===== src/rtl/cobalt_pkg.sv =====
// rtl/cobalt_pkg.sv - shared renaming-tag constants and types
package cobalt_pkg;

  localparam int TAG_W    = 6;
  localparam int NUM_TAGS = 2 ** TAG_W;

  typedef logic [TAG_W-1:0] tag_t;
  typedef logic [TAG_W:0]   tag_cnt_t;

endpackage


===== src/rtl/tag_fifo_if.sv =====
// rtl/tag_fifo_if.sv - dispatch/commit handshake bundle for the tag free-list
interface tag_fifo_if;
  import cobalt_pkg::*;

  logic     dispatch_tag_rd;
  tag_t     tagfifo_tag;
  logic     tagfifo_valid;
  logic     tagfifo_full;
  tag_cnt_t tagfifo_count;
  tag_t     rob_commit_tag;
  logic     rob_commit_valid;
  logic     tagfifo_err;

  modport slave (
    input  dispatch_tag_rd, rob_commit_tag, rob_commit_valid,
    output tagfifo_tag, tagfifo_valid, tagfifo_full, tagfifo_count, tagfifo_err
  );

  modport master (
    output dispatch_tag_rd, rob_commit_tag, rob_commit_valid,
    input  tagfifo_tag, tagfifo_valid, tagfifo_full, tagfifo_count, tagfifo_err
  );

endinterface


===== src/rtl/tag_fifo.sv =====
// rtl/tag_fifo.sv - preloaded-full renaming tag free-list, show-ahead head
// Optional double-free / overflow / underflow checker: define TAG_FIFO_CHECK_EN.
module tag_fifo
  import cobalt_pkg::*;
(
  input  logic       clk,
  input  logic       reset,
  tag_fifo_if.slave  tf
);

  tag_t     mem_q [NUM_TAGS];
  tag_cnt_t rd_ptr_q, rd_ptr_d;
  tag_cnt_t wr_ptr_q, wr_ptr_d;
  tag_t     head;
  logic     empty, full, pop_ok, push_ok;

  // Pointers carry an extra wrap bit so full and empty are distinguishable.
  assign empty   = (rd_ptr_q == wr_ptr_q);
  assign full    = (rd_ptr_q[TAG_W-1:0] == wr_ptr_q[TAG_W-1:0]) &&
                   (rd_ptr_q[TAG_W] != wr_ptr_q[TAG_W]);
  assign pop_ok  = tf.dispatch_tag_rd && !empty;
  assign push_ok = tf.rob_commit_valid && !full;
  assign head    = mem_q[rd_ptr_q[TAG_W-1:0]];

  always_comb begin
    rd_ptr_d = rd_ptr_q;
    wr_ptr_d = wr_ptr_q;
    if (pop_ok)  rd_ptr_d = rd_ptr_q + tag_cnt_t'(1);
    if (push_ok) wr_ptr_d = wr_ptr_q + tag_cnt_t'(1);
  end

  always_ff @(posedge clk) begin
    if (reset) begin
      for (int i = 0; i < NUM_TAGS; i++) mem_q[i] <= tag_t'(i);
      rd_ptr_q <= '0;
      wr_ptr_q <= tag_cnt_t'(NUM_TAGS);
    end else begin
      rd_ptr_q <= rd_ptr_d;
      wr_ptr_q <= wr_ptr_d;
      if (push_ok) mem_q[wr_ptr_q[TAG_W-1:0]] <= tf.rob_commit_tag;
    end
  end

  assign tf.tagfifo_tag   = head;
  assign tf.tagfifo_valid = !empty;
  assign tf.tagfifo_full  = full;
  assign tf.tagfifo_count = wr_ptr_q - rd_ptr_q;

`ifdef TAG_FIFO_CHECK_EN
  logic [NUM_TAGS-1:0] busy_q, busy_d;
  logic                err_q, err_d;

  // A tag is busy while held by dispatch; returning a non-busy tag is a double free.
  always_comb begin
    busy_d = busy_q;
    if (pop_ok)  busy_d[head] = 1'b1;
    if (push_ok) busy_d[tf.rob_commit_tag] = 1'b0;
    err_d = err_q
          | (tf.rob_commit_valid && (full || !busy_q[tf.rob_commit_tag]))
          | (tf.dispatch_tag_rd && empty);
  end

  always_ff @(posedge clk) begin
    if (reset) begin
      busy_q <= '0;
      err_q  <= 1'b0;
    end else begin
      busy_q <= busy_d;
      err_q  <= err_d;
    end
  end

  assign tf.tagfifo_err = err_q;
`else
  assign tf.tagfifo_err = 1'b0;
`endif

endmodule


===== src/flat_wrapper.sv =====
// flat-port wrapper written by rule: the top's interface ports become plain ports
module tag_fifo_flat import cobalt_pkg::*;
  (clk, reset, tf_dispatch_tag_rd, tf_rob_commit_tag, tf_rob_commit_valid, tf_tagfifo_tag, tf_tagfifo_valid, tf_tagfifo_full, tf_tagfifo_count, tf_tagfifo_err);
  tag_fifo_if tf_i ();
  input  logic clk;
  input  logic reset;
  input wire logic [$bits(tf_i.dispatch_tag_rd)-1:0] tf_dispatch_tag_rd;
  input wire logic [$bits(tf_i.rob_commit_tag)-1:0] tf_rob_commit_tag;
  input wire logic [$bits(tf_i.rob_commit_valid)-1:0] tf_rob_commit_valid;
  output wire logic [$bits(tf_i.tagfifo_tag)-1:0] tf_tagfifo_tag;
  output wire logic [$bits(tf_i.tagfifo_valid)-1:0] tf_tagfifo_valid;
  output wire logic [$bits(tf_i.tagfifo_full)-1:0] tf_tagfifo_full;
  output wire logic [$bits(tf_i.tagfifo_count)-1:0] tf_tagfifo_count;
  output wire logic [$bits(tf_i.tagfifo_err)-1:0] tf_tagfifo_err;
  assign tf_i.dispatch_tag_rd = tf_dispatch_tag_rd;
  assign tf_i.rob_commit_tag = tf_rob_commit_tag;
  assign tf_i.rob_commit_valid = tf_rob_commit_valid;
  assign tf_tagfifo_tag = tf_i.tagfifo_tag;
  assign tf_tagfifo_valid = tf_i.tagfifo_valid;
  assign tf_tagfifo_full = tf_i.tagfifo_full;
  assign tf_tagfifo_count = tf_i.tagfifo_count;
  assign tf_tagfifo_err = tf_i.tagfifo_err;
  tag_fifo u_core (.clk(clk), .reset(reset), .tf(tf_i));
endmodule

===== config.mk =====
export PLATFORM = sky130hd
export DESIGN_NAME = tag_fifo_flat
export DESIGN_NICKNAME = d
export VERILOG_FILES = /design/src/rtl/cobalt_pkg.sv /design/src/rtl/tag_fifo_if.sv /design/src/rtl/tag_fifo.sv /design/src/flat_wrapper.sv
export SDC_FILE = /design/constraint.sdc
export NUM_CORES = 1
export LEC_CHECK = 0
export ABC_AREA = 1
export ABC_CLOCK_PERIOD_IN_PS = 2400
export CAP_MARGIN = 0
export CORE_MARGIN = 3
export CORE_UTILIZATION = 30
export CTS_CLUSTER_SIZE = 20
export DETAILED_ROUTE_END_ITERATION = 7
export SYNTH_ARGS = -nofsm -noshare
export SYNTH_HDL_FRONTEND = slang
export SYNTH_SLANG_ARGS = --single-unit

===== constraint.sdc =====
create_clock -name clk -period 2.4 [get_ports clk]
set_clock_uncertainty 0.05 [all_clocks]
set_input_delay 0.24 -clock clk [delete_from_list [all_inputs] [get_ports clk]]
set_output_delay 0.24 -clock clk [all_outputs]
set_load 0.005 [all_outputs]

==> metrics.cfg <==
[status]
status = finished with violations
violations = setup timing

[hold_path]
min_path_type = in2reg
hold_start = reset

[yosys]
synth-main-ff-cell = edfxtp_1
syn-instance-count = 2079
ys_async_sr_fraction_pct = 0
synth_edf_count = 384
synth_area_per_cell_um2 = 9.14
syn_nets = 2098
ys_ff_latch = 404
ys_seq_area_share_pct = 62.8
yosysWarnings = 0
synth_cell_types = 33
syn_area_mm2 = 0.0190

[floorplan]
ios = 26
rows = 91
start_util_pct = 30.6
core_area_mm2 = 0.0622
die_w_um = 258
fp.dieArea_mm2 = 0.0664
die-height_um = 258

[place]
io_buffers = 24
place_area_mm2 = 0.0218
place.gp.congestion = 0.914
hpwl_mm = 36.2

[global_route]
grt_pass1_vias = 15400
grt_overflow = 0
antenna_found_initial = 0
track_usage_pct = 17.2
grt_pass1_wl_mm = 88.1
grt_max_degree = 65

[timing]
fin_ws_ns = -0.211
slew_violations = 0
finalCriticalPeriod_ns = 2.61
hold_slack_ns = 0.389
period_share_pct = 109
hold_viol = 0
tightest_slew_ns = 0.661
max_freq_mhz = 383
rsz0062_at_grt = yes
final-setup-viol-count = 6
max_slew_margin_pct = 55.9

[clocking]
cts.sinks = 404
path_clk_slew_ns = 0.06
cts-root-buf = clkbuf_16
cts_max_path_buffers = 3
h-tree-depth = 2
cts_tree = done
numCtsBuffers = 44
cts_hold_buf = 0
clk_latency_ns = 0.58

[job]
max-cap-violations = 0

[drt]
wl_per_cell_um = 18.4
first_pass_iters = 5
drc = 0
detail-route-antenna-nets = 0
drt_iter0_drc = 1626
via_per_inst = 4.91
drt-total-wl_mm = 58.0
vias = 15500

[power]
irDropWorstVdd_v = 0.000471
switchingPower_mw = 4.34
p_leak_nw = 9.37
switching_share_pct = 25.6
clock_power_share_pct = 38.8
power.density_mw_per_mm2 = 684
p_int_mw = 12.6
p_seq_share_pct = 46.7
pwr-share-comb_pct = 14.5

[critical_path]
critPathCaptureType = primary output
reg2reg_slack_ns = 0.08
critPathLaunchType = register
critical_path_required_ns = 2.11
critPathKind = reg2out
timing.rr.start = u_core.wr_ptr_q[4]
path_max_fanout = 16
arrival_ns = 2.32

[final_layout]
fill_cells = 6047
final_layout_size_suffix_gt1_share_pct = 23.8
nNetsFinal = 2301
area_growth_pct = 30.0
final_area_mm2 = 0.0247
n_antenna_cell = 0

==> state kept, by name, summed over array words and instances (netlist names), named ones only <==
register and cells:
u_core.mem_q 384, u_core.rd_ptr_q 7, u_core.wr_ptr_q 7
==> cell families (layout without fill, tap and decap cells) <==
family                     count (synthesis)  after routing  share of synthesized area (%)
and+or+nand+nor                         1403           1403                           30.7
DFF                                      404            404                           62.8
buffers and inverters                    228            467                           4.69
AOI/OAI and AO/OA                         22             22                          0.619
xor gates and xnor gates                  12             12                          0.553
adders and majority gates                  9              9                          0.632
other                                      1              1                         0.0197
==> through the flow <==
stage	TNS (ns)	utilization [%]	std cells	worst slack (ns)	power, mW
after CTS	-1.54	39.3	3151	-0.249	16.9
after global placement	-8.66	35.1	3027	-0.132	10.0
after global routing	-2.26	39.8	3155	-0.292	17.5
final	-1.12	39.8	3155	-0.211	16.9
after floorplan	0	-	2079	0.112	9.12
after detailed placement	-10.64	35.1	3027	-0.150	10.1
==> power by group through the flow <==
| stage | clock, mW | sequential [mW] | combinational [mW] |
|---|---|---|---|
| 2_1_floorplan | 0 | 8.02 | 1.10 |
| 3_3_place_gp | 0 | 8.04 | 2.00 |
| 3_5_place_dp | 0 | 8.05 | 2.01 |
| 4_1_cts | 6.66 | 7.90 | 2.36 |
| 5_1_grt | 6.93 | 7.91 | 2.64 |
| 6_report | 6.56 | 7.90 | 2.45 |
==> critical path, stage by stage (launching register included) <==
cell	delay [ns]
dfxtp_4	0.39
inv_8	0.07
buf_4	0.14
bufbuf_16	0.28
nand2_1	0.06
nand3_1	0.11
nand3_1	0.10
nand2_1	0.06
nand2_1	0.07
nand3_2	0.14
nand3_2	0.12
nand2_2	0.08
buf_2	0.13
==> repair_timing <==
item,CTS,global route
cloned,13,4
resized for setup,204,66
setup endpoints to repair,224,592
buffers inserted,29,3
pin swaps,55,48
==> cell type report <==
class | instances | area, um2 | area share [%]
clock buffers | 60 | 1210 | 4.90
clock inverters | 22 | 160 | 0.648
inverters | 101 | 392 | 1.58
multi-input cells | 1447 | 6940 | 28.1
flip-flops and latches | 404 | 12000 | 48.3
well taps | 837 | 1050 | 4.24
repair buffers | 284 | 3020 | 12.2
==> path summary, 6_finish.rpt <==
kind / cells after the start / endpoint
max: 12 / tf_tagfifo_tag[3]
max reg2reg: 14 / u_core.mem_q[52][1]
min reg2reg: 2 / u_core.rd_ptr_q[6]
min: 3 / u_core.wr_ptr_q[4]
==> metal layers <==
metal  GRT usage, %  vias to the layer above  share of wire (%)  wire length [um]
met4           4.96                        0                2.6              1490
li1               -                     7290                  -                 -
met1           22.8                     7449                 42             24300
met3           3.78                      104                8.8              5080
met5              0                        -                  0                 0
met2           28.2                      658                 47             27200
==> placed cells by master (no fill, tap or decap), types with 11 or more instances in the layout <==
master	n
nand2_2	63
clkbuf_16	49
nand3_1	285
clkbuf_1	12
nand2_1	708
buf_16	11
inv_2	24
nor2_2	13
nand3_2	61
nor2_1	237
buf_12	33
edfxtp_1	384
buf_6	12
inv_1	74
buf_4	197
==> synth_stat cells, types with 13 or more instances <==
| library cell | number | share of area (%) |
|---|---|---|
| inv_1 | 79 | 1.6 |
| nor2_1 | 246 | 4.9 |
| buf_1 | 19 | 0.38 |
| inv_2 | 21 | 0.41 |
| clkbuf_1 | 82 | 1.6 |
| dfxtp_1 | 20 | 2.1 |
| edfxtp_1 | 384 | 61 |
| nor2_2 | 13 | 0.43 |
| nand3_1 | 347 | 9.1 |
| nand2_1 | 775 | 15 |
| buf_2 | 25 | 0.66 |
Note: power is estimated with default switching activity, not from simulation.
